[src/rtl/regbank_reader.sv]
// Sequential read-out engine for the banked register file: walks physical entries or
// one mode's logical view and streams tagged data over a valid/ready handshake.
module regbank_reader #(
   parameter int unsigned DW = 32
) (
   input  logic          clk,
   input  logic          reset,
   input  logic          start,
   input  logic          view,
   input  logic [4:0]    mode_sel,
   input  logic          abort,
   output logic          rf_re,
   output logic [4:0]    rf_raddr,
   input  logic [DW-1:0] rf_rdata,
   output logic          out_valid,
   input  logic          out_ready,
   output logic [DW-1:0] out_data,
   output logic [4:0]    out_mode,
   output logic [3:0]    out_reg,
   output logic          out_last,
   output logic          busy,
   output logic          done
);

   localparam int unsigned IW = 5;
   localparam logic [4:0] MODE_USR = 5'b10000;
   localparam logic [4:0] MODE_FIQ = 5'b10001;
   localparam logic [4:0] MODE_IRQ = 5'b10010;
   localparam logic [4:0] MODE_SVC = 5'b10011;
   localparam logic [4:0] MODE_ABT = 5'b10111;
   localparam logic [4:0] MODE_UND = 5'b11011;
   localparam logic [IW-1:0] FULL_LAST = IW'(30);
   localparam logic [IW-1:0] VIEW_LAST = IW'(15);

   typedef enum logic [1:0] {IDLE, ISSUE, CAPT, PRESENT} state_t;

   state_t          state_q, state_d;
   logic [IW-1:0]   idx_q, idx_d;
   logic            view_q, view_d;
   logic [4:0]      mode_q, mode_d;
   logic            rf_re_q, rf_re_d;
   logic [4:0]      rf_raddr_q, rf_raddr_d;
   logic            out_valid_q, out_valid_d;
   logic [DW-1:0]   out_data_q, out_data_d;
   logic [4:0]      out_mode_q, out_mode_d;
   logic [3:0]      out_reg_q, out_reg_d;
   logic            out_last_q, out_last_d;
   logic            busy_q, busy_d;
   logic            done_q, done_d;

   // Forward map: (view, mode, index) -> physical address; full walk uses the index directly.
   function automatic logic [4:0] fwd_addr(input logic v, input logic [4:0] m,
                                           input logic [IW-1:0] idx);
      logic [4:0] i;
      i = {1'b0, idx[3:0]};
      fwd_addr = idx;
      if (v) begin
         fwd_addr = i;
         case (m)
            MODE_FIQ: if (i >= 5'd8 && i <= 5'd14) fwd_addr = i + 5'd8;
            MODE_SVC: if (i >= 5'd13) begin if (i <= 5'd14) fwd_addr = i + 5'd10; end
            MODE_ABT: if (i >= 5'd13) begin if (i <= 5'd14) fwd_addr = i + 5'd12; end
            MODE_IRQ: if (i >= 5'd13) begin if (i <= 5'd14) fwd_addr = i + 5'd14; end
            MODE_UND: if (i >= 5'd13) begin if (i <= 5'd14) fwd_addr = i + 5'd16; end
            default: ;
         endcase
      end
   endfunction

   // Inverse map: physical address -> {owning mode, logical register}.
   function automatic logic [8:0] phys_tag(input logic [4:0] p);
      logic [3:0] r;
      r = p[0] ? 4'd13 : 4'd14;
      if (p < 5'h10)       phys_tag = {MODE_USR, p[3:0]};
      else if (p < 5'h17)  phys_tag = {MODE_FIQ, 4'(p - 5'd8)};
      else if (p < 5'h19)  phys_tag = {MODE_SVC, r};
      else if (p < 5'h1B)  phys_tag = {MODE_ABT, r};
      else if (p < 5'h1D)  phys_tag = {MODE_IRQ, r};
      else                 phys_tag = {MODE_UND, r};
   endfunction

   function automatic logic is_last(input logic v, input logic [IW-1:0] idx);
      is_last = v ? (idx == VIEW_LAST) : (idx == FULL_LAST);
   endfunction

   always_ff @(posedge clk or posedge reset) begin
      if (reset) begin
         state_q     <= IDLE;
         idx_q       <= '0;
         view_q      <= 1'b0;
         mode_q      <= '0;
         rf_re_q     <= 1'b0;
         rf_raddr_q  <= '0;
         out_valid_q <= 1'b0;
         out_data_q  <= '0;
         out_mode_q  <= '0;
         out_reg_q   <= '0;
         out_last_q  <= 1'b0;
         busy_q      <= 1'b0;
         done_q      <= 1'b0;
      end else begin
         state_q     <= state_d;
         idx_q       <= idx_d;
         view_q      <= view_d;
         mode_q      <= mode_d;
         rf_re_q     <= rf_re_d;
         rf_raddr_q  <= rf_raddr_d;
         out_valid_q <= out_valid_d;
         out_data_q  <= out_data_d;
         out_mode_q  <= out_mode_d;
         out_reg_q   <= out_reg_d;
         out_last_q  <= out_last_d;
         busy_q      <= busy_d;
         done_q      <= done_d;
      end
   end

   // Next state; registered outputs are derived from the next state so they align with it.
   always_comb begin
      state_d    = state_q;
      idx_d      = idx_q;
      view_d     = view_q;
      mode_d     = mode_q;
      out_data_d = out_data_q;
      out_mode_d = out_mode_q;
      out_reg_d  = out_reg_q;
      done_d     = 1'b0;

      case (state_q)
         IDLE: begin
            if (start && !abort) begin
               state_d = ISSUE;
               view_d  = view;
               mode_d  = mode_sel;
               idx_d   = '0;
            end
         end
         ISSUE: state_d = CAPT;
         CAPT: begin
            state_d    = PRESENT;
            out_data_d = rf_rdata;
            if (view_q) {out_mode_d, out_reg_d} = {mode_q, idx_q[3:0]};
            else        {out_mode_d, out_reg_d} = phys_tag(idx_q);
         end
         PRESENT: begin
            if (out_ready) begin
               if (is_last(view_q, idx_q)) begin
                  state_d = IDLE;
                  done_d  = 1'b1;
               end else begin
                  state_d = ISSUE;
                  idx_d   = idx_q + IW'(1);
               end
            end
         end
         default: state_d = IDLE;
      endcase

      // Abort wins over acceptance and capture.
      if (abort && state_q != IDLE) begin
         state_d    = IDLE;
         idx_d      = idx_q;
         out_data_d = out_data_q;
         out_mode_d = out_mode_q;
         out_reg_d  = out_reg_q;
         done_d     = 1'b0;
      end

      rf_re_d     = (state_d == ISSUE);
      rf_raddr_d  = rf_re_d ? fwd_addr(view_d, mode_d, idx_d) : 5'd0;
      out_valid_d = (state_d == PRESENT);
      out_last_d  = (state_d == PRESENT) && is_last(view_d, idx_d);
      busy_d      = (state_d != IDLE);
   end

   assign rf_re     = rf_re_q;
   assign rf_raddr  = rf_raddr_q;
   assign out_valid = out_valid_q;
   assign out_data  = out_data_q;
   assign out_mode  = out_mode_q;
   assign out_reg   = out_reg_q;
   assign out_last  = out_last_q;
   assign busy      = busy_q;
   assign done      = done_q;

endmodule

[config.mk]
export PLATFORM = sky130hd
export DESIGN_NAME = regbank_reader
export DESIGN_NICKNAME = d
export VERILOG_FILES = /design/src/rtl/regbank_reader.sv
export SDC_FILE = /design/constraint.sdc
export NUM_CORES = 1
export LEC_CHECK = 0
export CORE_MARGIN = 1.5
export CORE_UTILIZATION = 52
export CTS_CLUSTER_DIAMETER = 80
export CTS_CLUSTER_SIZE = 25
export DETAILED_ROUTE_END_ITERATION = 10
export MAX_ROUTING_LAYER = met4
export PLACE_DENSITY = 0.88
export REMOVE_ABC_BUFFERS = 1
export SYNTH_ARGS = -nofsm -noshare
export SYNTH_HDL_FRONTEND = slang
export SYNTH_SLANG_ARGS = --single-unit
[constraint.sdc]
create_clock -name clk -period 7.5 [get_ports clk]
set_input_delay 0.75 -clock clk [delete_from_list [all_inputs] [get_ports clk]]
set_output_delay 0.75 -clock clk [all_outputs]
set_load 0.05 [all_outputs]
==> qor.yml, run 1 <==
postRouteAntennaNets: 0
cp-end-kind: "register"
first_global_vias: 2938
rows: 29
cp.required_ps: 7740
period_share_pct: 47.3
cts_setup_buffers: 0
dr.pass1.iters: 5
ios: 94
synth_seq_cells: 64
worstSkewPairLatency_ps: 340
worstMarginPinSlew_ps: 996
die-area_um2: 7010
syn_inst: 320
final.min_clock_period_ps: 3550
status: "complete, no violations"
fp.dieW_um: 83.8
diodes: 0
clk_path_buf_depth: 2
ys.flop_type: "dfrtp_1"
synth_area_per_cell_um2: 10.6
area_delta_synth_final_pct: 35.4
vdd_drop_max_mv: 0.367
clockRootBuffer: "clkbuf_8"
muxShareOfSynthArea_pct: 14.5
track_usage_pct: 27.2
final_nets: 467
largest_reg_flops: 32
cts_resized: 0
clkSlewWorstSetupHoldPaths_ps: 70
numCtsBuffers: 9
gp_congestion: 0.891
via_per_inst: 5.92
power.total_uw: 2040
whs_ps: 483
startpoint: "abort"
drtIter0Drc: 220
hpwl_mm: 6.27
vias: 2928
tns_ps: 0
grt-ovfl-total: 0
htreeDepth: 3
relSlewSlack_pct: 33.4
initial_core_util_pct: 53.7
synth-edff-count: 0
coreArea_um2: 6310
ys_seq_area_share_pct: 47.2
synth-simple-area-share_pct: 14.0
yosys_warnings: 0
clock-sinks: 64
cp_data_arrival_time_ps: 3790
r2r-start: "state_q[0]"
rrSetupSlack_ps: 4010
criticalPathCategory: "in -> reg"
p_leak_uw: 0.00192
use_met3_pct: 4.85
hold_class: "reg -> reg"
drive_above_1_share_pct: 15.8
die_y_um: 83.8
synthAdderAreaFrac_pct: 4.06
skew_ps: 4.60
synth_area_um2: 3390
crit_path_max_fanout: 11
grtUsageMet1_pct: 34.2
grt_pass1_wl_mm: 14.7
startpoint_type: "input pin"
wl_per_cell_um: 17.7
grt_max_degree: 65
hold_start: "out_mode[1]"
maxSlewViolCount: 0
hold_buffers: 0
setup-violations-final: 0
grt_use_met2_pct: 44.4
cts_tree: "yes"
power_density_nw_per_um2: 445
finalHoldViolCount: 0
fmax_ghz: 0.282
routed_wl_mm: 8.75
synth-compound-area-share_pct: 15.8
rsz0062_at_grt: "no"
maxCapViolCount: 0
synth_xor_area_share_pct: 0.775
synth_top_family_by_area: "compound AO/OA/AOI/OAI gates"
antenna_found_initial: 0
drc: 0
busiest_layer: "met2"
async_flop_share_pct: 100
port_buffers: 93
synth.distinct_cells: 61
==> layout make-up <==
type                    instances  area [µm²]
multi-input cells             227        1670
inverters                      17        65.1
clock buffers                  11         141
well taps                      77        96.3
flip-flops and latches         64        1600
fillers                       426        1720
repair buffers                 94         938
clock inverters                 5        80.1
==> cell usage after synthesis (2+ instances only) <==
cell | n | area [µm²]
a21oi_1 | 14 | 70.1
nor4_1 | 2 | 12.5
mux2i_1 | 4 | 40.0
ha_1 | 11 | 138
o31a_1 | 2 | 17.5
o2111ai_1 | 2 | 17.5
and3_1 | 5 | 31.3
inv_1 | 15 | 56.3
a311oi_1 | 3 | 26.3
a31oi_1 | 4 | 25.0
buf_1 | 3 | 11.3
nor3_1 | 10 | 50.1
nand2_1 | 30 | 113
xnor2_1 | 3 | 26.3
a211oi_1 | 5 | 37.5
buf_2 | 5 | 25.0
o21ai_1 | 3 | 15.0
o22ai_1 | 2 | 12.5
mux2_2 | 37 | 417
o31ai_1 | 3 | 22.5
o311ai_1 | 2 | 17.5
o211ai_1 | 2 | 15.0
nand3_1 | 7 | 35.0
o21ai_0 | 19 | 95.1
clkbuf_1 | 3 | 11.3
dfrtp_1 | 64 | 1600
a21boi_0 | 3 | 22.5
o21a_1 | 2 | 15.0
nor2_1 | 16 | 60.1
nand2b_1 | 6 | 37.5
nor2b_1 | 3 | 18.8
==> power by group <==
group | switching (µW) | internal, µW
registers | 98.4 | 484
logic | 709 | 416
clock network | 139 | 196
total | 947 | 1100
==> placed cells by master (no fill, tap or decap), types with 10 or more instances in the layout <==
master and count:
a21oi_1 14, clkbuf_8 10, clkdlybuf4s50_1 93, dfrtp_1 64
ha_1 11, inv_1 14, mux2_2 37, nand2_1 29
nor2_1 16, nor3_1 10, o21ai_0 19
==> kinds of logic after synthesis <==
group           count (synthesis)
compound gates                 79
xor+xnor                        3
buf+inv                        29
simple gates                   91
flops                          64
fa+ha+maj                      11
mux                            43
==> routing by layer <==
metal / share of wire, % / vias to the layer above / routed length [µm]
met5: 0 / - / 0
met4: 2.0 / 0 / 172
met3: 6.4 / 16 / 557
met2: 49 / 142 / 4280
met1: 43 / 1423 / 3740
li1: - / 1347 / -
==> metrics by stage <==
stage          area (µm²)  util, %  setup slack [ps]  instances
5_1_grt              4590     72.7              3720        495
4_1_cts              4590     72.7              4020        495
3_3_place_gp         4370     69.2              3820        479
6_report             4590     72.7              3950        495
3_5_place_dp         4370     69.2              3710        479
2_1_floorplan        3330        -              4630        308
==> worst max-delay path, stage by stage <==
cell and delay, ps:
clkdlybuf4s50_1 520, nand2b_1 280, o2111ai_1 190, o21ai_1 670, ha_1 310, inv_1 60, a31oi_1 180, o2111ai_1 190
a211oi_2 320, a21oi_1 100, a32o_1 210
==> worst paths after layout <==
kind / end / cells after the start
setup / recovery: rf_raddr[2] / 11
max in group asynchronous: out_last / 3
min in group asynchronous: out_data[21] / 3
setup reg to reg: rf_raddr[2] / 12
hold / removal: out_mode[1] / 1
hold reg to reg: out_mode[1] / 1
No activity file was read; power rests on OpenSTA's default activity.
==> run 2, diff against run 1 <==
--- a/config.mk
+++ b/config.mk
@@ -6,12 +6,12 @@
 export NUM_CORES = 1
 export LEC_CHECK = 0
 export CORE_MARGIN = 1.5
-export CORE_UTILIZATION = 52
+export CORE_UTILIZATION = 44
 export CTS_CLUSTER_DIAMETER = 80
 export CTS_CLUSTER_SIZE = 25
 export DETAILED_ROUTE_END_ITERATION = 10
 export MAX_ROUTING_LAYER = met4
-export PLACE_DENSITY = 0.88
+export PLACE_DENSITY = 0.79
 export REMOVE_ABC_BUFFERS = 1
 export SYNTH_ARGS = -nofsm -noshare
 export SYNTH_HDL_FRONTEND = slang
==> constraint.sdc (replaced) <==
create_clock -name clk -period 2.92 [get_ports clk]
set_input_delay 0.292 -clock clk [delete_from_list [all_inputs] [get_ports clk]]
set_output_delay 0.292 -clock clk [all_outputs]
set_load 0.05 [all_outputs]
==> qor.yml, run 2 (same netlist as run 1, synthesis figures left out) <==
drive_above_1_share_pct: 26.2  # +10 points
htreeDepth: 3  # unchanged
final_common_cell: "clkdlybuf4s50_1"
clk_path_buf_depth: 2  # unchanged
tns_ps: 0  # unchanged
power_density_nw_per_um2: 1080  # +140%
clockRootBuffer: "clkbuf_8"
startpoint_type: "register"
relSlewSlack_pct: 62.5  # +29 points
clock-sinks: 64  # unchanged
final_nets: 510  # +9.2%
cp.required_ps: 3120  # -4620 ps
finalHoldViolCount: 0  # unchanged
period_share_pct: 95.6
final.min_clock_period_ps: 2790
clkSlewWorstSetupHoldPaths_ps: 80  # about the same
cp_data_arrival_time_ps: 2990  # -800 ps
cts_tree: "yes"
grt-ovfl-total: 0  # unchanged
vdd_drop_max_mv: 0.408  # +11%
die_y_um: 90.8  # +8.4%
crit_path_max_fanout: 5  # -6
status: "complete, no violations"
drtIter0Drc: 130  # -41%
numCtsBuffers: 9  # unchanged
area_delta_synth_final_pct: 47.8
diodes: 0  # unchanged
antenna_found_initial: 0  # unchanged
setup-violations-final: 0  # unchanged
ios: 94  # unchanged
coreArea_um2: 7370  # +17%
skew_ps: 11.3  # +6.70 ps
hold_buffers: 0  # unchanged
postRouteAntennaNets: 0  # unchanged
first_global_vias: 3022  # +2.9%
routed_wl_mm: 8.81  # +0.66%
rows: 31  # +6.9%
die-area_um2: 8240  # +18%
maxCapViolCount: 0  # unchanged
fmax_ghz: 0.358
largest_reg_flops: 32  # unchanged
gp_congestion: 0.896  # +0.60%
worstMarginPinSlew_ps: 557  # -439 ps
vias: 2957  # +0.99%
hold_class: "in -> async"
grt_pass1_wl_mm: 14.6  # -0.66%
via_per_inst: 5.28  # -11%
final_cell_mix: "clkdlybuf4s50_1, dfrtp_1, buf_4"
fp.dieW_um: 90.8  # +8.4%
hpwl_mm: 6.66  # +6.2%
track_usage_pct: 22.8  # -4.4 points
worstSkewPairLatency_ps: 340  # about the same
fillers: 536  # +26%
cp-end-kind: "register"
port_buffers: 93  # unchanged
maxSlewViolCount: 0  # unchanged
initial_core_util_pct: 46.0  # -7.7 points
drc: 0  # unchanged
fin_util_pct: 68.0  # -4.7 points
grt_max_degree: 51  # -22%
rrSetupSlack_ps: 130  # -3880 ps
dr.pass1.iters: 6  # +1
criticalPathCategory: "reg -> reg"
power.total_uw: 5410  # +170%
p_leak_uw: 0.00215  # +12%
wl_per_cell_um: 15.7  # -11%
## run 2: changes by cell type in the layout (fill, tap and decap cells not counted), moves of 2 or more
cell	delta
buf_4	+42
a21oi_1	-2
ha_2	+2
ha_1	-2
a21oi_2	+2
## run 2: per-layer routing
metal	wire, µm	GRT usage (%)	vias to the layer above
li1	-	-	1434
met1	3950	28.0	1405
met2	4300	37.4	107
met3	445	5.47	11
met4	114	6.51	0
met5	0	-	-
## run 2: per-stage QoR
step	hold WS (ps)	cells	setup slack [ps]	cell area, µm²
after floorplan	418	308	48.6	3330
after global placement	461	543	66.2	4720
after detailed placement	469	543	-20.3	4720
after CTS	302	559	34.3	4950
after global routing	327	560	-9.75	5010
final	298	560	129	5010
## run 2: path summary, 6_finish.rpt
kind | from | to | cells after the start
max reg2reg | state_q[0] | rf_raddr[3] | 11
max in group asynchronous | reset | done | 3
max | state_q[0] | rf_raddr[3] | 11
min | reset | mode_q[0] | 2
min reg2reg | out_mode[2] | out_mode[2] | 2
min in group clk | out_mode[2] | out_mode[2] | 2
## run 2: what timing repair did
action                     CTS  global route
setup buffers                0             1
gates resized for setup      2            12
setup endpoints to repair    1             4
pin swaps                    0             3
## run 2: critical path, cell delays in order (launching register included)
cell	delay, ps
dfrtp_1	380
inv_1	90
ha_2	320
or3_4	400
o21a_1	220
or2_4	280
ha_2	210
inv_1	90
a21oi_1	70
and4_1	210
o311ai_1	260
a311oi_1	120
## run 2: area by class of cell
class	count	area [µm²]	share of cell area, %
multi-input combinational	227	1730	34.5
sequential	64	1600	32.0
timing repair buffer	137	1270	25.4
clock buffer	9	124	2.47
tap	99	124	2.47
clock inverter	7	95.1	1.90
inverter	17	65.1	1.30
## run 2: report_power, final
group / switching (µW) / total, µW / leakage (µW) / internal (µW)
clock: 348 / 829 / 0.000110 / 481
combinational: 1900 / 3130 / 0.00124 / 1230
sequential: 217 / 1460 / 0.000799 / 1240
==> run 3, diff against run 2 <==
--- a/config.mk
+++ b/config.mk
@@ -5,14 +5,17 @@
 export SDC_FILE = /design/constraint.sdc
 export NUM_CORES = 1
 export LEC_CHECK = 0
+export CELL_PAD_IN_SITES_DETAIL_PLACEMENT = 0
+export CELL_PAD_IN_SITES_GLOBAL_PLACEMENT = 1
 export CORE_MARGIN = 1.5
-export CORE_UTILIZATION = 44
+export CORE_UTILIZATION = 33
 export CTS_CLUSTER_DIAMETER = 80
 export CTS_CLUSTER_SIZE = 25
 export DETAILED_ROUTE_END_ITERATION = 10
 export MAX_ROUTING_LAYER = met4
-export PLACE_DENSITY = 0.79
+export PLACE_DENSITY = 0.78
 export REMOVE_ABC_BUFFERS = 1
+export SKIP_CTS_REPAIR_TIMING = 1
 export SYNTH_ARGS = -nofsm -noshare
 export SYNTH_HDL_FRONTEND = slang
 export SYNTH_SLANG_ARGS = --single-unit
==> qor.yml, run 3 (same netlist as run 1, synthesis figures left out) <==
vias: 2999  # +1.4%
whs_ps: 373  # +74.1 ps
via_per_inst: 5.06  # -4.2%
cts_tree: "yes"
port_buffers: 93  # unchanged
swShare_pct: 45.6  # +0.19 points
worstSkewPairLatency_ps: 350  # about the same
htreeDepth: 3  # unchanged
worstMarginPinSlew_ps: 679  # +122 ps
power.total_uw: 5330  # -1.7%
coreArea_um2: 9860  # +34%
initial_core_util_pct: 34.4  # -12 points
setup-violations-final: 0  # unchanged
vdd_drop_max_mv: 0.526  # +29%
power.switching_uw: 2430  # -1.2%
period_share_pct: 94.4  # -1.2 points
drc: 0  # unchanged
grt-ovfl-total: 0  # unchanged
seq_power_share_pct: 27.2  # +0.2 points
tns_ps: 0  # unchanged
routed_wl_mm: 8.92  # +1.3%
drive_above_1_share_pct: 25.7  # -0.60 points
p_leak_uw: 0.00214  # -0.24%
first_global_vias: 2955  # -2.2%
fmax_ghz: 0.363  # +1.3%
wl_per_cell_um: 15.0  # -4.3%
largest_reg_flops: 32  # unchanged
dpl_cell_area_um2: 4790  # +1.5%
p_int_uw: 2900  # -2.0%
grt_max_degree: 51  # unchanged
hpwl_mm: 6.69  # +0.38%
die_y_um: 104  # +15%
clkPwrFrac_pct: 14.4  # -0.9 points
track_usage_pct: 17.8  # -5.0 points
ios: 94  # unchanged
startpoint_type: "register"
area_delta_synth_final_pct: 48.6
antenna_found_initial: 0  # unchanged
clkSlewWorstSetupHoldPaths_ps: 70  # about the same
gp_congestion: 0.930  # +3.8%
criticalPathCategory: "reg -> reg"
final.min_clock_period_ps: 2760  # -35.2 ps
grt_pass1_wl_mm: 14.7  # +0.67%
maxCapViolCount: 0  # unchanged
finalHoldViolCount: 0  # unchanged
numCtsBuffers: 9  # unchanged
cp_data_arrival_time_ps: 3000  # about the same
cp.required_ps: 3160  # +40 ps
cp-end-kind: "register"
diodes: 0  # unchanged
drtIter0Drc: 218  # +68%
final_nets: 511  # +0.20%
crit_path_max_fanout: 5  # unchanged
power_density_nw_per_um2: 1060  # -2.2%
rows: 36  # +16%
hold_class: "in -> async"
final_cell_mix: "clkdlybuf4s50_1, dfrtp_1, buf_4"
design_area_um2: 5040  # +0.52%
final_common_cell: "clkdlybuf4s50_1"
fp.dieW_um: 104  # +15%
fin_util_pct: 51.1  # -17 points
clock-sinks: 64  # unchanged
clk_path_buf_depth: 2  # unchanged
dr.pass1.iters: 4  # -2
clockRootBuffer: "clkbuf_8"
pwr-share-comb_pct: 58.5  # +0.8 points
postRouteAntennaNets: 0  # unchanged
skew_ps: 6.28  # -5.02 ps
fillers: 890  # +66%
status: "complete, no violations"
relSlewSlack_pct: 54.7  # -7.9 points
maxSlewViolCount: 0  # unchanged
die-area_um2: 10900  # +32%
[run 3: power groups by stage]
stage / Sequential [µW] / Combinational, µW / Clock [µW]
2_1_floorplan: 2490 / 962 / 0
3_3_place_gp: 1450 / 3070 / 0
3_5_place_dp: 1470 / 3100 / 0
4_1_cts: 1450 / 3110 / 788
5_1_grt: 1500 / 3290 / 837
6_report: 1450 / 3110 / 766
[run 3: path summary, 6_finish.rpt]
check / from / to / slack, ps / cells past startpoint
worst max-delay path: state_q[0] / rf_raddr[2] / 160 / 13
worst min-delay path: reset / idx_q[1] / 370 / 2
worst max register to register: state_q[0] / rf_raddr[2] / 160 / 13
worst min register to register: out_reg[2] / out_reg[2] / 480 / 2
max in group asynchronous: reset / out_data[3] / 1930 / 3
min in group clk: out_reg[2] / out_reg[2] / 480 / 2
[run 3: cell type report]
cell class,instances,area [µm²],share of cell area (%)
Timing Repair Buffer,138,1290,25.7
Inverter,17,65.1,1.29
Multi-Input combinational cell,227,1720,34.1
Clock buffer,11,151,3.01
Tap cell,133,166,3.30
Sequential cell,64,1600,31.8
Clock inverter,3,42.5,0.845
[run 3: stage by stage]
step	setup slack (ps)	std cells
CTS	77.4	593
global placement	77.3	579
global route	-1.12	593
finish	164	593
floorplan	48.6	308
detailed placement	19.6	579
[run 3: layer usage]
layer	wire length (µm)	track usage, %	vias to the layer above
met5	0	-	-
met4	263	8.33	0
met3	568	5.39	18
met2	4040	26.7	108
met1	4050	21.9	1441
li1	-	-	1432
[run 3: critical path: stages, from the launching register on]
cell and delay [ps]:
dfrtp_1 340, inv_1 60, ha_1 340, nor2b_1 130, buf_4 140, nand3_1 150
o22ai_4 210, ha_1 210, inv_1 70, a31oi_2 180, o2111ai_1 190, a211oi_2 290
a21oi_1 110, a32o_1 210
